`config.mk`:
```
export PLATFORM = sky130hd
export DESIGN_NAME = seven_seg_rx
export DESIGN_NICKNAME = d
export VERILOG_FILES = /design/src/rtl/seven_seg_rx.sv
export SDC_FILE = /design/constraint.sdc
export NUM_CORES = 1
export LEC_CHECK = 0
export CAP_MARGIN = 20
export CORE_ASPECT_RATIO = 0.75
export CORE_MARGIN = 8
export CORE_UTILIZATION = 30
export DETAILED_ROUTE_END_ITERATION = 10
export GPL_TIMING_DRIVEN = 0
export SETUP_SLACK_MARGIN = 0.4
export SLEW_MARGIN = 20
export SYNTH_ARGS = -nofsm -noshare
export SYNTH_HDL_FRONTEND = slang
export SYNTH_SLANG_ARGS = --single-unit
```
`constraint.sdc`:
```
create_clock -name clk -period 2.1 [get_ports clk]
set_input_delay 0.21 -clock clk [delete_from_list [all_inputs] [get_ports clk]]
set_output_delay 0.21 -clock clk [all_outputs]
set_load 0.005 [all_outputs]
```
`src/rtl/seven_seg_rx.sv`:
```
`default_nettype none
// ============================================================================
// Module   : seven_seg_rx
// Brief    : Seven-segment display receiver. Debounces the multiplexed
//            {SEL,HEX} bus and decodes each stable digit into a nibble of D.
//            Optional macro SEVEN_SEG_RX_ERR_COUNT_EN enables a saturating
//            error counter on ERR_CNT.
// Revision : 1.0 - initial release
// ============================================================================
module seven_seg_rx #(
  parameter int STABLE_CYCLES = 4
) (
  input  logic        clk,
  input  logic        reset,
  input  logic [6:0]  HEX,
  input  logic [3:0]  SEL,
  input  logic        ERR_CLR,
  output logic [15:0] D,
  output logic        VALID,
  output logic [1:0]  IDX,
  output logic        ERR,
  output logic        ERR_P,
  output logic [7:0]  ERR_CNT
);

  localparam logic [7:0] c_STABLE    = 8'(STABLE_CYCLES);
  localparam logic [7:0] c_STABLE_M1 = 8'(STABLE_CYCLES - 1);
  localparam logic [6:0] c_BLANK     = 7'h7F;

  typedef enum logic [1:0] {
    ST_IDLE  = 2'd0,
    ST_TRACK = 2'd1,
    ST_HOLD  = 2'd2
  } state_t;

  state_t      r_state, w_state_nxt;
  logic [10:0] w_samp, r_prev;
  logic [7:0]  r_cnt, w_cnt_nxt;
  logic        w_same, w_legal, w_commit;
  logic [1:0]  w_idx;
  logic        w_found;
  logic [3:0]  w_nib;
  logic        w_blank, w_commit_ok, w_commit_err;
  logic [15:0] r_d;
  logic        r_valid, r_err, r_err_p;
  logic [1:0]  r_idx;

  assign w_samp = {SEL, HEX};
  assign w_same = (w_samp == r_prev);

  always_comb begin
    w_legal = 1'b1;
    w_idx   = 2'd0;
    case (SEL)
      4'b1110: w_idx = 2'd0;
      4'b1101: w_idx = 2'd1;
      4'b1011: w_idx = 2'd2;
      4'b0111: w_idx = 2'd3;
      default: w_legal = 1'b0;
    endcase
  end

  always_comb begin
    w_found = 1'b1;
    w_nib   = 4'h0;
    case (HEX)
      7'h40: w_nib = 4'h0;
      7'h79: w_nib = 4'h1;
      7'h24: w_nib = 4'h2;
      7'h30: w_nib = 4'h3;
      7'h19: w_nib = 4'h4;
      7'h12: w_nib = 4'h5;
      7'h02: w_nib = 4'h6;
      7'h78: w_nib = 4'h7;
      7'h00: w_nib = 4'h8;
      7'h10: w_nib = 4'h9;
      7'h08: w_nib = 4'hA;
      7'h03: w_nib = 4'hB;
      7'h46: w_nib = 4'hC;
      7'h21: w_nib = 4'hD;
      7'h06: w_nib = 4'hE;
      7'h0E: w_nib = 4'hF;
      default: w_found = 1'b0;
    endcase
  end

  // The count includes the current sample, so a commit fires on the edge
  // where the STABLE_CYCLES-th identical sample arrives.
  always_comb begin
    w_state_nxt = r_state;
    w_cnt_nxt   = r_cnt;
    w_commit    = 1'b0;
    if (!w_legal) begin
      w_state_nxt = ST_IDLE;
      w_cnt_nxt   = 8'd0;
    end else begin
      case (r_state)
        ST_IDLE: begin
          w_state_nxt = ST_TRACK;
          w_cnt_nxt   = w_same ? r_cnt + 8'd1 : 8'd1;
        end
        ST_TRACK: begin
          if (!w_same) begin
            w_cnt_nxt = 8'd1;
          end else if (r_cnt == c_STABLE_M1) begin
            w_commit    = 1'b1;
            w_state_nxt = ST_HOLD;
            w_cnt_nxt   = c_STABLE;
          end else begin
            w_cnt_nxt = r_cnt + 8'd1;
          end
        end
        ST_HOLD: begin
          if (!w_same) begin
            w_state_nxt = ST_TRACK;
            w_cnt_nxt   = 8'd1;
          end
        end
        default: begin
          w_state_nxt = ST_IDLE;
          w_cnt_nxt   = 8'd0;
        end
      endcase
    end
  end

  assign w_blank      = (HEX == c_BLANK);
  assign w_commit_ok  = w_commit & w_found;
  assign w_commit_err = w_commit & ~w_found & ~w_blank;

  always_ff @(posedge clk) begin
    if (reset) begin
      r_state <= ST_IDLE;
      r_cnt   <= 8'd0;
      r_prev  <= '1;
      r_d     <= 16'h0000;
      r_valid <= 1'b0;
      r_err_p <= 1'b0;
      r_err   <= 1'b0;
      r_idx   <= 2'd0;
    end else begin
      r_state <= w_state_nxt;
      r_cnt   <= w_cnt_nxt;
      r_prev  <= w_samp;
      r_valid <= w_commit_ok;
      r_err_p <= w_commit_err;
      if (w_commit) r_idx <= w_idx;
      if (w_commit_ok) r_d[{w_idx, 2'b00} +: 4] <= w_nib;
      // A new error outranks a simultaneous clear request.
      if (w_commit_err) r_err <= 1'b1;
      else if (ERR_CLR) r_err <= 1'b0;
    end
  end

  assign D     = r_d;
  assign VALID = r_valid;
  assign ERR_P = r_err_p;
  assign ERR   = r_err;
  assign IDX   = r_idx;

`ifdef SEVEN_SEG_RX_ERR_COUNT_EN
  logic [7:0] r_err_cnt;

  always_ff @(posedge clk) begin
    if (reset) begin
      r_err_cnt <= 8'h00;
    end else if (w_commit_err) begin
      if (ERR_CLR) r_err_cnt <= 8'h01;
      else if (r_err_cnt != 8'hFF) r_err_cnt <= r_err_cnt + 8'h01;
    end else if (ERR_CLR) begin
      r_err_cnt <= 8'h00;
    end
  end

  assign ERR_CNT = r_err_cnt;
`else
  assign ERR_CNT = 8'h00;
`endif

endmodule
`default_nettype wire

```
# [After elaboration in Yosys (flattened, before gate mapping)]
# Index checks and enable logic that the tools add are counted.
[word_totals] register_bits=42 elab_cells=72 output_inout_bits=29
[classes] bitwise=6 n_addsub=2 eq_ne=27 n_mux=20 n_reduce_logical=7 shift=2
[ops] op="4-bit one-hot mux with 15 select lines" n=1
[ops] op="7-bit equality test (second input constant)" n=5
[ops] op="8-bit two-way mux" n=4
[ops] op="8-bit one-hot mux with 3 select lines" n=1
[ops] op="7-bit by 5-bit equality test with 1-bit output (second input constant)" n=3
[ops] op="7-bit by 6-bit equality test with 1-bit output (second input constant)" n=3
[ops] op="16-bit bitwise mux" n=1
[ops] op="16-bit OR reduction" n=1
[ops] op="4-bit by 6-bit variable shift with 16-bit output (first input constant)" n=1
[ops] op="4-bit by 6-bit indexed part select with 16-bit output" n=1
[ops] op="7-bit by 2-bit equality test with 1-bit output (second input constant)" n=2
[ops] op="7-bit by 4-bit equality test with 1-bit output (second input constant)" n=2
[ops] op="4-bit equality test (second input constant)" n=3
[ops] op="2-bit one-hot mux with 3 select lines" n=2
[ops] op="11-bit equality test" n=1
[ops] op="8-bit by 1-bit adder with 8-bit output (second input constant)" n=1
[ops] op="8-bit by 2-bit equality test with 1-bit output (second input constant)" n=1
[ops] op="1-bit two-way mux" n=8
[ops] op="7-bit by 3-bit equality test with 1-bit output (second input constant)" n=1
[ops] op="7-bit logical NOT" n=1
[ops] op="2-bit two-way mux" n=3
[ops] op="2-bit != test (second input constant)" n=3
[ops] op="4-bit negation with 6-bit output" n=1
[ops] op="4-bit by 3-bit equality test with 1-bit output (second input constant)" n=1
[ops] op="9 further kinds" n=13

# [Depth between registers and ports, before layout]
# Gate-level depths: netlist (run 1).
[logic_depth] word_depth=8 ltp_mapped=9 ltp_nobuf=9

# [Worst setup path after synthesis (run 1)]
# No wires, ideal clock.
[synth_timing] path_kind="reg-to-reg" start="register r_cnt[2]" end="register r_idx[0] (netlist: IDX[0])" path_stages_with_launch=6 required_ns=1.974 arrival_ns=1.824 setup_slack_ns=0.150 path_cell_list="dfxtp_1 or4_4 nor4_4 or4b_1 o21ai_0 a21oi_1"
[synth_between] elab_chain_len=5
[synth_lines] item="from (decl)" line_no="38" text="logic [7:0] r_cnt, w_cnt_nxt;"
[synth_lines] item="from (signal assigned)" line_no="143" text="r_cnt <= w_cnt_nxt;"
[synth_lines] item="8-bit by 2-bit equality test with 1-bit output" line_no="105" text="end else if (r_cnt == c_STABLE_M1) begin"
[synth_lines] item="1-bit two-way mux" line_no="105"
[synth_lines] item="1-bit two-way mux" line_no="103" text="if (!w_same) begin"
[synth_lines] item="1-bit two-way mux" line_no="97" text="case (r_state)"
[synth_lines] item="1-bit two-way mux" line_no="93" text="if (!w_legal) begin"
[synth_lines] item="to (signal assigned)" line_no="147" text="if (w_commit) r_idx <= w_idx;"
[synth_lines] item="to (decl)" line_no="46" text="logic [1:0] r_idx;"
# No other way between the ends.
# A chain may end at the register's enable or synchronous reset.

# [Worst setup path in the final report (run 1)]
# Ends and elaborated chain as after synthesis.

==> flow_summary.yaml, run 1 <==
status:
  outcome: "finished with violations"
  violations: "negative setup slack"
floorplan:
  initial_core_util_pct: 30.3
  num_rows: 29
  ios: 43
  core_mm2: 0.00827
  die_h_um: 95.2
  dieArea_mm2: 0.0116
  die_w_um: 122
logic_synthesis:
  synth_seq_cells: 42
  synth_top_area_cell: "dfxtp_1"
  synth-edff-count: 0
  synth_top_area_share_pct: 33.5
  synth.avg_cell_area_um2: 8.79
  async_reset_ff_share_pct: 0
  yosysMostFrequentCell: "dfxtp_1"
  yosysWarnings: 0
  netlist_top_cells_area: "dfxtp_1 (34%), mux2i_1 (6.4%), xnor2_1 (4.9%), o21ai_0 (4.6%), nand2b_1 (4.2%)"
  syn_area_mm2: 0.00251
  synth_flop_cell: "dfxtp_1"
  yosys-top-cells-count: "dfxtp_1 (42), o21ai_0 (23), nand2_1 (19)"
  synthDistinctLibCells: 53
  syn_inst: 285
  ys_seq_area_share_pct: 33.5
power:
  cellPowerDensity_mw_per_mm2: 486
  power_leakage_nw: 1.28
  power.total_mw: 1.71
  ir_worst_vdd_mv: 0.313
global_routing:
  grt_max_degree: 14
  grt_usage_pct: 11.7
  grt_pass1_vias: 2214
  antenna_found_initial: 0
  grt_first_pass_wirelength_um: 11000
  grt_overflow: 0
detailed_routing:
  antenna_left: 0
  drt_pass1_iterations: 4
  drc_errors: 0
  drtIter0Drc: 107
  vias: 2292
  wl_um: 6790
  avgRoutedWirePerCell_um: 14.8
  via_per_inst: 4.99
timing:
  setup_viol: 7
  fin_crit_ns: 2.19
  fmax_ghz: 0.456
  hold_violations: 0
  maxSlewHeadroom_pct: 61.3
  drv_slew: 0
  clock_skew_ns: 0.0151
  tightest_slew_ns: 0.581
  rsz0062_at_grt: "true"
  min_period_over_period_pct: 104
  setup_ws_ns: -0.0928
critical_path:
  critPathMaxFanout: 6
  critPathArrivalTime_ns: 2.38
  cp-start-kind: "flop"
  end_kind: "flop"
  required_ns: 2.28
  worstSetupPathType: "reg -> reg"
  r2r_setup_slack_ns: -0.09
flow_run:
  max_cap_viol_count: 0
place:
  place_ws_ns: -0.564
  port-buffer-count: 30
  place_congestion: 0.868
  dp_hpwl_um: 4790
  placed_cell_area_mm2: 0.00299
clock_tree:
  clock_sinks: 42
  cts_tree: "built"
  numCtsBuffers: 5
  cts-root-buf: "clkbuf_8"
  htreeDepth: 2
  clkTransAtPathRegs_ns: 0.09
  clock_latency_ns: 0.30
  clockBufferDepth: 2
final_layout:
  antenna_cells: 0
  finalInstanceArea_mm2: 0.00351
  nNetsFinal: 369
  syn_to_final_growth_pct: 40.0
  post-route-util_pct: 42.4
  drive_gt1_share_pct: 31.1
hold_path:
  hp-class: "in -> reg"
## where the power goes
group          internal (mW)  total, mW  switching, mW
combinational          0.103      0.240          0.137
sequential             0.810      0.820        0.00979
clock                  0.355      0.645          0.290
## repair_timing
item,CTS,global route
gates resized for setup,48,21
endpoints found under the setup margin,31,28
hold buffers,0,0
buffers inserted,18,3
pin swaps,16,12
## per-stage QoR
step | setup TNS (ns) | std cells | hold WS, ns
after CTS | -0.569 | 456 | 0.387
after detailed placement | -13.64 | 430 | 0.462
after floorplan | 0 | 292 | 0.317
final | -0.274 | 459 | 0.403
after global routing | -1.14 | 459 | 0.403
after global placement | -12.94 | 430 | 0.466
## cell type report
class                           instances  area (um2)
Buffer                                 23         141
Clock buffer                            6        72.6
Clock inverter                          2        37.5
Fill cell                             821        4760
Inverter                                8        30.0
Multi-Input combinational cell        219        1770
Sequential cell                        42         848
Tap cell                              108         135
Timing Repair Buffer                   51         474
## worst max-delay path: stages, from the launching register on
cell and delay, ns:
dfxtp_2 0.33, or4_4 0.55, nor4_4 0.24, buf_6 0.17, buf_6 0.10, or4b_4 0.47
o21ai_2 0.14, a21oi_2 0.07
## flip-flops by register name, summed over array words and instances (netlist names)
register and flops:
ERR 1, r_cnt 8, IDX 2, r_state 2
r_prev 11, VALID 1, D 16, ERR_P 1
## kinds of logic (layout without fill, tap and decap cells)
kind of cell / count (synthesis) / count (layout) / share of synthesized area, %
compound gates: 55 / 55 / 17.1
xor+xnor: 17 / 17 / 5.94
fa+ha+maj: 5 / 5 / 2.50
buf+inv: 31 / 90 / 6.44
flops: 42 / 42 / 33.5
mux: 16 / 16 / 6.39
other cells: 1 / 8 / 0.150
simple gates: 118 / 118 / 28.0
## final timing paths
path,startpoint,endpoint,cells past startpoint
max,r_cnt[2],IDX[0],7
min reg2reg,D[9],D[9],2
min,SEL[3],r_prev[10],2
max reg2reg,r_cnt[2],IDX[0],7
## layout by cell type (no fill, tap or decap), types with 3 or more instances in the layout
cell	instances
a21oi_1	5
a21oi_2	5
a311oi_4	4
buf_4	23
buf_6	9
clkbuf_1	8
clkbuf_2	3
clkbuf_8	5
clkdlybuf4s50_1	22
conb_1	8
dfxtp_1	36
dfxtp_2	6
dlygate4sd2_1	8
ha_1	4
inv_1	7
mux2i_1	16
nand2_1	18
nand2b_1	17
nand3_1	7
nand3_2	3
nand3_4	3
nand4_1	7
nor2_1	11
nor3b_1	4
o21ai_0	20
or2_2	12
or3_1	4
xnor2_1	9
xnor2_2	5
xor2_1	3
## metal layers
metal / global-route usage (%) / part of all wire [%]
met1: 15.1 / 48
met2: 19.3 / 46
met3: 2.43 / 4.7
met4: 3.58 / 1.3
met5: 0 / 0
(Power assumes the default switching activity.)
==> run 2, diff against run 1 <==
PLACE_DENSITY = 0.6   (was not set)
==> results of run 2 <==
The final DEF is identical to that of run 1; final timing and power are the same.
==> run 3, diff against run 2 <==
PLACE_DENSITY = 0.58   (was 0.6)
==> flow_summary.yaml, run 3 (synthesized netlist as in run 1, its figures left out) <==
status:
  outcome: "complete, no violations"
final_layout:
  seqCellArea_um2: 845
  multi_input_area_mm2: 0.00172
  antenna_cells: 0
  largest_register_ffs: 16
  n_fill_cell: 836
  drive_gt1_share_pct: 27.6
  syn_to_final_growth_pct: 37.2
  layout_common_cells: "dfxtp_1 (39), clkdlybuf4s50_1 (22), buf_4 (20), o21ai_0 (19), nand2_1 (18)"
  final_common_cell: "dfxtp_1"
  finalInstanceArea_mm2: 0.00344
  nNetsFinal: 366
global_routing:
  grt_first_pass_wirelength_um: 10500
  grt_usage_pct: 11.1
  grt_overflow: 0
  grt_pass1_vias: 2162
  grt_max_degree: 14
  antenna_found_initial: 0
detailed_routing:
  drtIter0Drc: 103
  antenna_left: 0
  vias: 2242
  avgRoutedWirePerCell_um: 14.3
  drt_pass1_iterations: 4
  wl_um: 6500
  drc_errors: 0
  via_per_inst: 4.92
place:
  place_congestion: 0.801
  place_ws_ns: -0.558
  port-buffer-count: 30
  dp_hpwl_um: 4750
  placed_cell_area_mm2: 0.00299
floorplan:
  initial_core_util_pct: 30.3
  die_h_um: 95.2
  dieArea_mm2: 0.0116
  die_w_um: 122
  num_rows: 29
  core_mm2: 0.00827
  ios: 43
critical_path:
  cpLargestDelayFamily: "simple AND/OR/NAND/NOR gates"
  cp-start-kind: "flop"
  required_ns: 2.27
  critPathMaxFanout: 8
  path_cells: "or4_4 > nor4_4 > buf_6 > buf_6 > or4b_4 > o21ai_2 > a21oi_1"
  critPathArrivalTime_ns: 2.25
  path_depth: 7
  worstSetupPathType: "reg -> reg"
  cpMaxStageDelayCell: "or4_4"
  r2r_cells: 7
  critical_path_buf_inv_count: 2
  cp_common_cell: "buf_6"
  slowest_delay_ns: 0.55
  end_kind: "flop"
timing:
  fmax_ghz: 0.482
  tightest_slew_ns: 0.588
  setup_ws_ns: 0.0247
  finalSetupTns_ns: 0
  clock_skew_ns: 0.00607
  setup_viol: 0
  fin_crit_ns: 2.08
  rsz0062_at_grt: "true"
  min_period_over_period_pct: 98.8
  maxSlewHeadroom_pct: 60.8
  hold_violations: 0
  drv_slew: 0
clock_tree:
  numCtsBuffers: 5
  cts-root-buf: "clkbuf_8"
  clock_latency_ns: 0.30
  cts_tree: "built"
  clockBufferDepth: 2
  clock_sinks: 42
  htreeDepth: 2
  clkTransAtPathRegs_ns: 0.08
power:
  power.total_mw: 1.69
  ir_worst_vdd_mv: 0.261
  power_leakage_nw: 1.23
  cellPowerDensity_mw_per_mm2: 492
hold_path:
  hold_depth: 2
  hp-class: "in -> reg"
flow_run:
  max_cap_viol_count: 0
==> run 3: final cells by class <==
cell class	count	share of cell area, %
timing repair buffer	48	13.2
clock inverter	3	1.16
sequential	42	24.6
inverter	8	0.873
tap	108	3.93
clock buffer	5	2.00
multi-input combinational	219	50.1
buffer	23	4.22
==> run 3: per-stage QoR <==
step           hold slack, ns  util, %  cells
2_1_floorplan           0.317        -    292
3_3_place_gp            0.467     36.1    430
3_5_place_dp            0.464     36.1    430
4_1_cts                 0.390     39.1    446
5_1_grt                 0.427     41.6    456
6_report                0.406     41.6    456
==> run 3: timing repair <==
| action | CTS | global route |
|---|---|---|
| gates cloned | 0 | 0 |
| hold buffers | 0 | 0 |
| gates resized for setup | 34 | 27 |
| setup endpoints to repair | 31 | 31 |
| buffers inserted | 8 | 10 |
| pin swaps | 9 | 10 |
==> run 3: metal layers <==
layer	share of wire [%]	global-route usage, %	up-vias	wire length (um)
li1	-	-	1131	-
met1	50	15.0	1052	3230
met2	45	16.9	49	2940
met3	3.6	2.13	10	235
met4	1.6	5.02	0	102
met5	0	0	-	0
==> run 3: power by group <==
part | switching (mW) | total [mW] | internal, mW | leakage, nW
combinational | 0.136 | 0.239 | 0.102 | 0.834
clock | 0.286 | 0.636 | 0.350 | 0.0579
sequential | 0.00854 | 0.818 | 0.809 | 0.343
total | 0.431 | 1.69 | 1.26 | 1.23
==> run 3: final timing paths <==
| kind | from | to | slack, ns |
|---|---|---|---|
| setup / recovery | r_cnt[2] | IDX[0] | 0.02 |
| hold reg to reg | IDX[1] | IDX[1] | 0.48 |
| hold / removal | SEL[1] | r_prev[8] | 0.41 |
| setup reg to reg | r_cnt[2] | IDX[0] | 0.02 |
